--- src/rtl/tlb_flush_ctrl_pkg.sv ---
// Shared types for the SFENCE.VMA flush controller: FSM states and the latched flush request.
package tlb_flush_ctrl_pkg;

    localparam int ASID_MAX_W = 16;

    typedef enum logic [1:0] {
        ST_IDLE,
        ST_FLUSH,
        ST_WALK,
        ST_DONE
    } flush_state_e;

    // ASIDs are zero-extended to ASID_MAX_W so one struct serves every ASID_W <= 16.
    typedef struct packed {
        logic                  flush_all;
        logic                  addr_valid;
        logic [31:0]           vaddr;
        logic                  asid_valid;
        logic [ASID_MAX_W-1:0] asid;
    } flush_req_t;

    function automatic logic is_full_flush(flush_req_t r);
        return r.flush_all || !(r.addr_valid || r.asid_valid);
    endfunction

endpackage

--- src/rtl/tlb_flush_match.sv ---
// Combinational per-entry SFENCE match for one TLB read port; zero latency, no flow control.
module tlb_flush_match
    import tlb_flush_ctrl_pkg::*;
#(
    parameter int ASID_W = 9
) (
    input  logic                  full_i,
    input  logic                  addr_vld_i,
    input  logic                  asid_vld_i,
    input  logic [19:0]           vpn_i,
    input  logic [ASID_MAX_W-1:0] asid_i,
    input  logic                  e_valid_i,
    input  logic                  e_global_i,
    input  logic                  e_mega_i,
    input  logic [19:0]           e_vpn_i,
    input  logic [ASID_W-1:0]     e_asid_i,
    output logic                  inval_o
);

    logic vpn_eq;
    logic asid_eq;

    // A megapage entry covers 4 MiB, so only the upper ten VPN bits take part.
    assign vpn_eq  = e_mega_i ? (vpn_i[19:10] == e_vpn_i[19:10]) : (vpn_i == e_vpn_i);
    assign asid_eq = (asid_i == ASID_MAX_W'(e_asid_i));

    always_comb begin
        inval_o = 1'b0;
        if (e_valid_i) begin
            if (full_i)
                inval_o = 1'b1;
            else if (addr_vld_i && asid_vld_i)
                inval_o = vpn_eq && asid_eq && !e_global_i;
            else if (addr_vld_i)
                inval_o = vpn_eq;
            else
                inval_o = asid_eq && !e_global_i;
        end
    end

endmodule

--- src/rtl/tlb_flush_ctrl.sv ---
// SFENCE.VMA controller: full flush done 2 cycles after accept, selective walk done TLB_ENTRIES+1 after.
// req_ready only in IDLE; HARVOS_SFENCE_QUEUE_EN adds a one-deep pending buffer that launches right after DONE.
module tlb_flush_ctrl
    import tlb_flush_ctrl_pkg::*;
#(
    parameter int TLB_ENTRIES = 16,
    parameter int ASID_W      = 9
) (
    input  logic                           clk,
    input  logic                           rst_n,
    input  logic                           req_valid,
    output logic                           req_ready,
    input  logic                           req_flush_all,
    input  logic                           req_addr_valid,
    input  logic [31:0]                    req_vaddr,
    input  logic                           req_asid_valid,
    input  logic [ASID_W-1:0]              req_asid,
    output logic [$clog2(TLB_ENTRIES)-1:0] walk_idx,
    input  logic                           itlb_e_valid,
    input  logic                           itlb_e_global,
    input  logic                           itlb_e_mega,
    input  logic [19:0]                    itlb_e_vpn,
    input  logic [ASID_W-1:0]              itlb_e_asid,
    input  logic                           dtlb_e_valid,
    input  logic                           dtlb_e_global,
    input  logic                           dtlb_e_mega,
    input  logic [19:0]                    dtlb_e_vpn,
    input  logic [ASID_W-1:0]              dtlb_e_asid,
    output logic                           itlb_inval,
    output logic                           dtlb_inval,
    output logic                           tlb_flush_all,
    output logic                           busy,
    output logic                           done
);

    localparam int             IDX_W    = $clog2(TLB_ENTRIES);
    localparam logic [IDX_W-1:0] LAST_IDX = IDX_W'(TLB_ENTRIES - 1);

    flush_state_e     state_q;
    logic [IDX_W-1:0] walk_idx_q;
    flush_req_t       cur_q;
    logic             flush_all_q;
    logic             done_q;

    flush_req_t in_req;
    flush_req_t launch_req;
    logic       accept;
    logic       launch_vld;
    logic       itlb_hit;
    logic       dtlb_hit;
    logic       unused_page_off;

    always_comb begin
        in_req            = '0;
        in_req.flush_all  = req_flush_all;
        in_req.addr_valid = req_addr_valid;
        in_req.vaddr      = req_vaddr;
        in_req.asid_valid = req_asid_valid;
        in_req.asid       = ASID_MAX_W'(req_asid);
    end

    assign accept = req_valid && req_ready;

`ifdef HARVOS_SFENCE_QUEUE_EN
    flush_req_t pend_q;
    logic       pend_vld_q;
    logic       in_flight;

    assign in_flight  = (state_q == ST_FLUSH) || (state_q == ST_WALK);
    assign req_ready  = (state_q == ST_IDLE) || !pend_vld_q;
    assign launch_vld = !in_flight && (pend_vld_q || accept);
    assign launch_req = pend_vld_q ? pend_q : in_req;
    assign busy       = (state_q != ST_IDLE) || pend_vld_q;

    // A request arriving during DONE with an empty buffer launches directly and never parks here.
    always_ff @(posedge clk or negedge rst_n) begin
        if (!rst_n) begin
            pend_q     <= '0;
            pend_vld_q <= 1'b0;
        end else if (accept && in_flight) begin
            pend_q     <= in_req;
            pend_vld_q <= 1'b1;
        end else if (launch_vld) begin
            pend_vld_q <= 1'b0;
        end
    end
`else
    assign req_ready  = (state_q == ST_IDLE);
    assign launch_vld = accept;
    assign launch_req = in_req;
    assign busy       = (state_q != ST_IDLE);
`endif

    always_ff @(posedge clk or negedge rst_n) begin
        if (!rst_n) begin
            state_q     <= ST_IDLE;
            walk_idx_q  <= '0;
            cur_q       <= '0;
            flush_all_q <= 1'b0;
            done_q      <= 1'b0;
        end else begin
            flush_all_q <= 1'b0;
            done_q      <= 1'b0;
            case (state_q)
                ST_IDLE, ST_DONE: begin
                    if (launch_vld) begin
                        cur_q      <= launch_req;
                        walk_idx_q <= '0;
                        if (is_full_flush(launch_req)) begin
                            state_q     <= ST_FLUSH;
                            flush_all_q <= 1'b1;
                        end else begin
                            state_q <= ST_WALK;
                        end
                    end else begin
                        state_q <= ST_IDLE;
                    end
                end
                ST_FLUSH: begin
                    state_q <= ST_DONE;
                    done_q  <= 1'b1;
                end
                ST_WALK: begin
                    if (walk_idx_q == LAST_IDX) begin
                        state_q    <= ST_DONE;
                        done_q     <= 1'b1;
                        walk_idx_q <= '0;
                    end else begin
                        walk_idx_q <= walk_idx_q + IDX_W'(1);
                    end
                end
            endcase
        end
    end

    tlb_flush_match #(.ASID_W(ASID_W)) u_itlb_match (
        .full_i     (is_full_flush(cur_q)),
        .addr_vld_i (cur_q.addr_valid),
        .asid_vld_i (cur_q.asid_valid),
        .vpn_i      (cur_q.vaddr[31:12]),
        .asid_i     (cur_q.asid),
        .e_valid_i  (itlb_e_valid),
        .e_global_i (itlb_e_global),
        .e_mega_i   (itlb_e_mega),
        .e_vpn_i    (itlb_e_vpn),
        .e_asid_i   (itlb_e_asid),
        .inval_o    (itlb_hit)
    );

    tlb_flush_match #(.ASID_W(ASID_W)) u_dtlb_match (
        .full_i     (is_full_flush(cur_q)),
        .addr_vld_i (cur_q.addr_valid),
        .asid_vld_i (cur_q.asid_valid),
        .vpn_i      (cur_q.vaddr[31:12]),
        .asid_i     (cur_q.asid),
        .e_valid_i  (dtlb_e_valid),
        .e_global_i (dtlb_e_global),
        .e_mega_i   (dtlb_e_mega),
        .e_vpn_i    (dtlb_e_vpn),
        .e_asid_i   (dtlb_e_asid),
        .inval_o    (dtlb_hit)
    );

    // Page offset is latched with the request but never takes part in matching.
    assign unused_page_off = ^cur_q.vaddr[11:0];

    assign walk_idx      = walk_idx_q;
    assign itlb_inval    = (state_q == ST_WALK) && itlb_hit;
    assign dtlb_inval    = (state_q == ST_WALK) && dtlb_hit;
    assign tlb_flush_all = flush_all_q;
    assign done          = done_q;

endmodule

--- config.mk ---
export PLATFORM = sky130hd
export DESIGN_NAME = tlb_flush_ctrl
export DESIGN_NICKNAME = d
export VERILOG_FILES = /design/src/rtl/tlb_flush_ctrl_pkg.sv /design/src/rtl/tlb_flush_match.sv /design/src/rtl/tlb_flush_ctrl.sv
export SDC_FILE = /design/constraint.sdc
export NUM_CORES = 1
export LEC_CHECK = 0
export ABC_AREA = 1
export CELL_PAD_IN_SITES_DETAIL_PLACEMENT = 1
export CELL_PAD_IN_SITES_GLOBAL_PLACEMENT = 2
export CORE_ASPECT_RATIO = 1.5
export CORE_MARGIN = 10
export CORE_UTILIZATION = 19
export DETAILED_ROUTE_END_ITERATION = 12
export PLACE_DENSITY = 0.78
export SETUP_SLACK_MARGIN = 0.5
export SKIP_LAST_GASP = 1
export SYNTH_ARGS = -nofsm -noshare
export SYNTH_HDL_FRONTEND = slang
export SYNTH_HIERARCHICAL = 1
export SYNTH_SLANG_ARGS = --single-unit
--- constraint.sdc ---
create_clock -name clk -period 1.4 [get_ports clk]
set_input_delay 0.28 -clock clk [delete_from_list [all_inputs] [get_ports clk]]
set_output_delay 0.28 -clock clk [all_outputs]
set_load 0.005 [all_outputs]
* After elaboration in Yosys (flattened, before gate mapping)
Index checks and enable logic that the tools add are counted.
** Storage, ports and cells
- Bits of input ports :: 111
- Register bits :: 52
** Cells by class
- Multiplexer cells :: 22
- Equal/unequal tests :: 12
- Add/subtract/negate cells :: 1
- Reductions and logical operators :: 24
** Operators by type and width (number)
- $eq 20x20->1 :: 2
- $eq 10x10->1 :: 2
- $eq 9x9->1 :: 2
- $mux 1 :: 14
- $logic_and 1x1->1 :: 10
- $mux 4 :: 2
- $pmux 4 s2 :: 1
- $mux 2 :: 3
- $pmux 2 s3 :: 1
- $add 4x1->4 const B :: 1
- $eq 2x2->1 const B :: 2
- $eq 4x4->1 const B :: 1
- $logic_not 1->1 :: 4
- $logic_or 1x1->1 :: 4
- $ne 2x2->1 const B :: 2
- $reduce_and 2->1 :: 2
- $reduce_bool 2->1 :: 2
- $eq 2x1->1 const B :: 1
- $logic_not 2->1 :: 1
- $pmux 1 s2 :: 1
- $reduce_or 2->1 :: 1

* Longest topological paths before layout
Gate-level depths: netlist of the first run.
- Word-level depth :: 8
- Mapped depth :: 13

* Cells and area by module
The synthesis of the first run kept the hierarchy.
** By module, submodules not included
- tlb_flush_ctrl :: instances 1, area each 1674.1 um^2, cells each 195
- tlb_flush_match :: instances 2, area each 505.5 um^2, cells each 98

* Least setup slack after synthesis of the first run
OpenSTA, ideal clock, no wires.
- Path kind :: flip-flop to output port
- Start point :: register cur_q[3] (netlist bit)
- End point :: output port dtlb_inval
- Required time :: 1.120 ns
- Stages on the path, launching flop included :: 11
- Arrival :: 1.141 ns
- Setup slack :: -0.021 ns
- Path through :: dfrtp_1 > xor2_1 > nor2_1 > nand2_1 > nor2_1 > nand3_1 > nand2_1 > nand2_1 > a21oi_2 > nand2_1 > inv_1
** Between the ends
- Word-level cells in the longest chain between the ends :: 7
- Elaborated cells between the ends (all ways) :: 9
- Those cells by class :: eq/ne: 1; mux: 4; reduce/logical: 4
** Ends and longest elaborated chain
- start: declaration :: line tlb_flush_ctrl.sv:41 : flush_req_t cur_q;
- start signal: assignment :: line tlb_flush_ctrl.sv:107 : cur_q <= launch_req;
- $eq 9x9->1 (*) :: line tlb_flush_match.sv:25 : assign asid_eq = (asid_i == ASID_MAX_W'(e_asid_i));
- $logic_and 1x1->1 (on tied branches) :: line tlb_flush_match.sv:37, tlb_flush_match.sv:33
- $mux 1 / $logic_and 1x1->1 (equally long branches) :: line tlb_flush_match.sv:34, tlb_flush_match.sv:33
- $mux 1 (*) :: line tlb_flush_match.sv:32 : else if (addr_vld_i && asid_vld_i)
- $mux 1 (*) :: line tlb_flush_match.sv:30 : if (full_i)
- $mux 1 (*) :: line tlb_flush_match.sv:29 : if (e_valid_i) begin
- net dtlb_hit :: line tlb_flush_ctrl.sv:50 : logic dtlb_hit;
- $logic_and 1x1->1 (*) :: line tlb_flush_ctrl.sv:169 : assign dtlb_inval = (state_q == ST_WALK) && dtlb_hit;
- end: declaration :: line tlb_flush_ctrl.sv:30 : output logic dtlb_inval,
Mark *: on every way through the listed nets, which the timed path passes. The rest lies on a longest branch.

* Worst setup path in the final report of the first run
- Start point :: register cur_q[46] (netlist bit)
- End point :: output port itlb_inval
** Between the ends
- Word-level cells in the longest chain between the ends :: 8
- Elaborated cells between the ends (all ways) :: 10
- Those cells by class :: eq/ne: 2; mux: 5; reduce/logical: 3
** Ends and longest elaborated chain
- $eq 20x20->1 / $eq 10x10->1 (equally long branches) :: line tlb_flush_match.sv:24 : assign vpn_eq = e_mega_i ? (vpn_i[19:10] == e_vpn_i[19:10]) : (vpn_i == e_vpn_i);
- $mux 1 (*) :: line tlb_flush_match.sv:24
- $logic_and 1x1->1 (2 in series) :: line tlb_flush_match.sv:33 : inval_o = vpn_eq && asid_eq && !e_global_i;
- $mux 1 (*) :: line tlb_flush_match.sv:32
- $mux 1 (*) :: line tlb_flush_match.sv:30
- $mux 1 (*) :: line tlb_flush_match.sv:29
- net itlb_hit :: line tlb_flush_ctrl.sv:49 : logic itlb_hit;
- $logic_and 1x1->1 (*) :: line tlb_flush_ctrl.sv:168 : assign itlb_inval = (state_q == ST_WALK) && itlb_hit;
- end: declaration :: line tlb_flush_ctrl.sv:29 : output logic itlb_inval,
Marked as above.

==> results.sh, run 1 <==
export IMPL_netlist_area_sq_um=2685
export IMPL_violations="setup timing"
export IMPL_setup_viol=39
export IMPL_p_total_mw=7.913
export IMPL_cp_cell_sequence="xor2_1 -> nor2_2 -> nand3_1 -> nor2_2 -> nand2_1 -> nand2_1 -> nand2_2 -> a21oi_2 -> nand2_1 -> inv_1 -> buf_2"
export IMPL_die_area_sq_um=19390
export IMPL_place_ws_ns=-1.191
export IMPL_wl_mm=11.15
export IMPL_yosysTopAreaCellShare=0.3728
export IMPL_clock_fmax_ghz=0.4846
export IMPL_die_h_um=165.6
export IMPL_synth_top_family_by_area="simple AND/OR/NAND/NOR gates"
export IMPL_ir_drop_v=0.001001
export IMPL_postRouteAntennaNets=0
export IMPL_pin_count=121
export IMPL_fin_area_sq_um=4940
export IMPL_clockBufferDepth=2
export IMPL_grt_util_met3=0.02422
export IMPL_clk_pin_slew_ns=0.07
export IMPL_max_cap_violations=0
export IMPL_timing_rr_start="state_q[0]"
export IMPL_drc=0
export IMPL_path_common_cell="nand2_1"
export IMPL_synth_seq_cells=40
export IMPL_placed_cells=685
export IMPL_async_flop_share=1.000
export IMPL_synth_warnings=6
export IMPL_grt_setup_unrepaired="true"
export IMPL_gp_congestion=0.8454
export IMPL_grt_start_max_net_pins=41
export IMPL_ys_flop_type="dfrtp_1"
export IMPL_pwr_density_cell_nw_per_um2=1602
export IMPL_start_util=0.1928
export IMPL_critical_path_max_stage_delay_ns=0.44
export IMPL_nets=668
export IMPL_grt_busiest_layer="met2"
export IMPL_drtIter0Drc=84
export IMPL_n_antenna_cell=0
export IMPL_period_share=1.474
export IMPL_coreArea_sq_um=13930
export IMPL_drtPass1Iterations=3
export IMPL_cts_made_buffers=5
export IMPL_met2_usage=0.2357
export IMPL_end_kind="output pin"
export IMPL_numPortBuffers=108
export IMPL_hold_class="in -> async"
export IMPL_ys_seq_area_frac=0.3728
export IMPL_syn_avg_cell_area_sq_um=6.867
export IMPL_dp_hpwl_mm=8.379
export IMPL_final_cells=719
export IMPL_power_static_leakage_nw=2.402
export IMPL_synth_largest_area_cell="dfrtp_1"
export IMPL_grt_pass1_vias=3507
export IMPL_area_delta_synth_final_pct=83.97
export IMPL_wl_per_cell_um=15.50
export IMPL_synthAdderAreaFrac=0.01864
export IMPL_clockRootBuffer="clkbuf_16"
export IMPL_synth_simple_area_share=0.3541
export IMPL_htreeDepth=2
export IMPL_synth_edf_count=0
export IMPL_synth_area_top_cells="dfrtp_1 (37%), nand2_1 (25%), inv_1 (7.4%)"
export IMPL_r2r_end="walk_idx[0]"
export IMPL_grt_overflow_total=0
export IMPL_synth_cell_types=23
export IMPL_maxSlewViolCount=0
export IMPL_cp_slowest_cell="dfrtp_1"
export IMPL_row_count=53
export IMPL_cts_tree="yes"
export IMPL_drive_above_1_share=0.2690
export IMPL_grt_total_usage=0.1182
export IMPL_antenna_found_initial=0
export IMPL_r2r_cells=10
export IMPL_grt_use_met1=0.1202
export IMPL_crit_required_ns=1.12
export IMPL_crit_path_start_kind="register"
export IMPL_period_minus_slack_ns=2.064
export IMPL_critical_path_class="reg -> out"
export IMPL_fin_skew_ns=0.008857
export IMPL_dieWidth_um=117.1
export IMPL_worstSkewPairLatency_ns=0.29
export IMPL_status="finished with violations"
export IMPL_rrSetupSlack_ns=-0.14
export IMPL_cp_arrival_ns=1.78
export IMPL_synth_xor_xnor_area_share=0.1207
export IMPL_hold_viol=0
export IMPL_whs_ns=0.4913
export IMPL_cts_sinks=40
export IMPL_grt_pass1_wl_mm=17.79
export IMPL_postSynthCellCount=391
export IMPL_placed_area_sq_um=4174
export IMPL_synth_mux_area_frac=0
export IMPL_via_count=2923
export IMPL_vias_per_cell=4.065
export IMPL_path_max_fanout=3
export IMPL_synth_compound_area_frac=0.04147
export IMPL_setup_slack_ns=-0.6637
[layout by cell type, fill, tap and decap left out, drive strengths merged, types with 2 or more instances in the layout]
cell           Yosys  final
xnor2             20     20
clkinv             0      2
a21oi              2      2
nor4               4      4
conb               1     14
dfrtp             40     40
clkdlybuf4s50      0     94
dlygate4sd2        0      3
o21ai             16     16
nand3             14     14
clkbuf             0      6
buf                6     50
or2                2      2
nor2              27     27
ha                 4      4
inv               55     55
nand2            179    179
xor2              17     17
nand4              2      2
[sequential cells by signal, indices dropped and copies added, names as in the netlist]
| name | count |
|---|---|
| walk_idx | 4 |
| done | 1 |
| state_q | 2 |
| tlb_flush_all | 1 |
| cur_q | 32 |
[synth_stat cells, types with 2 or more instances]
| cell | n |
|---|---|
| xor2_1 | 17 |
| xnor2_1 | 20 |
| ha_1 | 4 |
| nor4_4 | 2 |
| o21ai_0 | 8 |
| nand2_1 | 178 |
| nand4_1 | 2 |
| a21oi_2 | 2 |
| dfrtp_1 | 40 |
| or2_0 | 2 |
| inv_1 | 53 |
| nand3_1 | 13 |
| inv_2 | 2 |
| nor2_1 | 27 |
| o21ai_1 | 8 |
| buf_4 | 3 |
| nor4_2 | 2 |
| buf_2 | 3 |
[logic make-up after synthesis]
group,after synthesis
other cells,1
simple gates,228
xor+xnor,37
buf+inv,61
fa+ha+maj,4
flops,40
compound gates,20
[power by group]
group	internal, mW	leakage [nW]	switching (mW)	total [mW]
Clock	0.704	0.0766	0.493	1.20
Combinational	2.36	1.82	2.13	4.49
Sequential	1.65	0.508	0.578	2.23
Total	4.72	2.40	3.20	7.91
[through the flow]
| stage | setup TNS [ns] | util |
|---|---|---|
| after CTS | -4.609 | 0.3438 |
| after floorplan | -0.004731 | - |
| after global routing | -8.341 | 0.3547 |
| final | -4.916 | 0.3547 |
| after detailed placement | -4.354 | 0.2997 |
| after global placement | -3.739 | 0.2997 |
[metal layers]
| layer | wire [um] | up-vias |
|---|---|---|
| li1 | - | 1486 |
| met1 | 4041 | 1378 |
| met2 | 6592 | 55 |
| met3 | 437 | 4 |
| met4 | 76 | 0 |
| met5 | 0 | - |
[area by class of cell]
type / instances / area (sq um)
multi-input cells: 303 / 1813
well taps: 165 / 206.4
clock buffers: 6 / 138.9
repair buffers: 148 / 1555
flip-flops and latches: 40 / 1002
clock inverters: 2 / 10.01
inverters: 55 / 214.0
fillers: 1708 / 8986
[how the worst max path moves through the flow]
stage | start | to | slack, ns
floorplan | cur_q[29] | dtlb_inval | -0.002
global placement | itlb_e_vpn[16] | itlb_inval | -1.23
detailed placement | itlb_e_vpn[16] | itlb_inval | -1.19
CTS | cur_q[45] | itlb_inval | -0.76
global route | cur_q[45] | itlb_inval | -0.87
finish | cur_q[46] | itlb_inval | -0.66
[worst max-delay path: cells and delay by family, from the launching register on]
| kind | cells | cell delay [ns] |
|---|---|---|
| AND/OR/NAND/NOR | 7 | 0.64 |
| AO/OA/AOI/OAI | 1 | 0.11 |
| flip-flops | 1 | 0.44 |
| XOR/XNOR | 1 | 0.17 |
| buffers and inverters | 2 | 0.15 |
[timing repair]
action / in CTS / in global routing
resized for setup: 126 / 33
buffers inserted: 15 / 5
hold endpoints to repair: 40 / 0
setup endpoints to repair: 50 / 50
pin swaps: 36 / 25
cloned: 5 / 0
hold buffers: 1 / 0
(Power assumes the default switching activity.)
==> inputs of run 2 (changes only) <==
--- a/config.mk
+++ b/config.mk
@@ -6,6 +6,7 @@
 export NUM_CORES = 1
 export LEC_CHECK = 0
 export ABC_AREA = 1
+export CAP_MARGIN = 20
 export CELL_PAD_IN_SITES_DETAIL_PLACEMENT = 1
 export CELL_PAD_IN_SITES_GLOBAL_PLACEMENT = 2
 export CORE_ASPECT_RATIO = 1.5
==> results of run 2 <==
The final DEF is identical to that of run 1; final timing and power are the same.
==> inputs of run 3 (changes only) <==
--- a/config.mk
+++ b/config.mk
@@ -12,6 +12,7 @@
 export CORE_ASPECT_RATIO = 1.5
 export CORE_MARGIN = 10
 export CORE_UTILIZATION = 19
+export CTS_CLUSTER_DIAMETER = 40
 export DETAILED_ROUTE_END_ITERATION = 12
 export PLACE_DENSITY = 0.78
 export SETUP_SLACK_MARGIN = 0.5
==> results of run 3 <==
The final DEF is identical to that of run 1; final timing and power are the same.
==> variant, RTL diff (flow settings as in run 2) <==
The option `HARVOS_SFENCE_QUEUE_EN` is turned on by a define.
--- a/src/rtl/tlb_flush_ctrl.sv
+++ b/src/rtl/tlb_flush_ctrl.sv
@@ -1,5 +1,7 @@
 // SFENCE.VMA controller: full flush done 2 cycles after accept, selective walk done TLB_ENTRIES+1 after.
 // req_ready only in IDLE; HARVOS_SFENCE_QUEUE_EN adds a one-deep pending buffer that launches right after DONE.
+`define HARVOS_SFENCE_QUEUE_EN
+
 module tlb_flush_ctrl
     import tlb_flush_ctrl_pkg::*;
 #(
Behaviour: not the same (a bounded check fails within 4 cycles, from zero or initial values and one cycle with rst_n low).
==> variant against run 2 <==
- the run still ends with setup timing left
- worst setup slack got worse by 160 ps
- wire length rose by 51%
- area after synthesis rose by 58%
- total power rose by 140%
- global-route usage fell by 0.089 points
- cell area rose by 61%
- critical path type unchanged
- hold slack got worse by 340 ps
- sequential cell count rose by 33
- largest power group unchanged
==> variant: results (changes against run 2) <==
fin_nets: 902  # +35%
wl_um: 16850  # +51%
r2r_end: "pend_q[46]$_DFFE_PN0P_"
place_area_um2: 5933  # +42%
cp_slowest_cell: "dfrtp_2"
p_leak_nw: 3.726  # +55%
synth.cells.most_frequent: "nand2_1, inv_1, dfrtp_1, nor2_1, a31oi_1"
synth_compound_area_frac: 0.1168  # +0.07534
use_met2: 0.2297  # -0.006025
setup_viol: 74  # +90%
layout_setup_ws_ps: -820.1  # -156.4 ps
use_met1: 0.1197  # -0.0005530
fillers: 2518  # +47%
clockNetworkAreaShare: 0.03541  # +0.005269
use_met3: 0.01939  # -0.004835
status: "finished with violations"
synthAdderAreaFrac: 0.01180  # -0.006840
design.seq.count: 73  # +83%
cts_buffers: 9  # +4
cp-startpoint: "cur_q[45]$_DFFE_PN0P_"
yosys-top-cells-area: "dfrtp_1, nand2_1, inv_1"
failed_checks: "setup timing"
setup-tns-final_ps: -17840  # -12930 ps
crit_fanout: 2  # -1
multi_input_area_share: 0.3297  # -0.03731
place_ws_ps: -1269  # -78.06 ps
synth-seq-area-share: 0.4307  # +0.05789
dp_cells: 977  # +43%
inverters_excl_clock: 87  # +58%
-- variant: changes by cell type in the layout (fill, tap and decap cells not counted), moves of 18 or more --
cell / run 2 / this run
nor2_1: 24 / 42
buf_6: 12 / 33
o21ai_2: 3 / 31
nand2_2: 46 / 22
inv_1: 48 / 77
dfrtp_1: 39 / 70
a31oi_1: 1 / 22
nand2_1: 116 / 144
-- variant: how the worst min path moves through the flow --
stage / end / slack, ps / cells past startpoint
after CTS: pend_q[38]$_DFFE_PN0P_ / 480 / 2
after floorplan: cur_q[0]$_DFFE_PN0P_ / -20 / 0
after global placement: pend_q[5]$_DFFE_PN0P_ / 170 / 1
after global routing: pend_q[5]$_DFFE_PN0P_ / 200 / 2
after detailed placement: pend_q[5]$_DFFE_PN0P_ / 170 / 1
final: pend_q[5]$_DFFE_PN0P_ / 150 / 2
-- variant: power breakdown --
group	switching [W]	internal, W
Sequential	0.000967	0.00319
Combinational	0.00554	0.00696
Clock	0.000927	0.00129
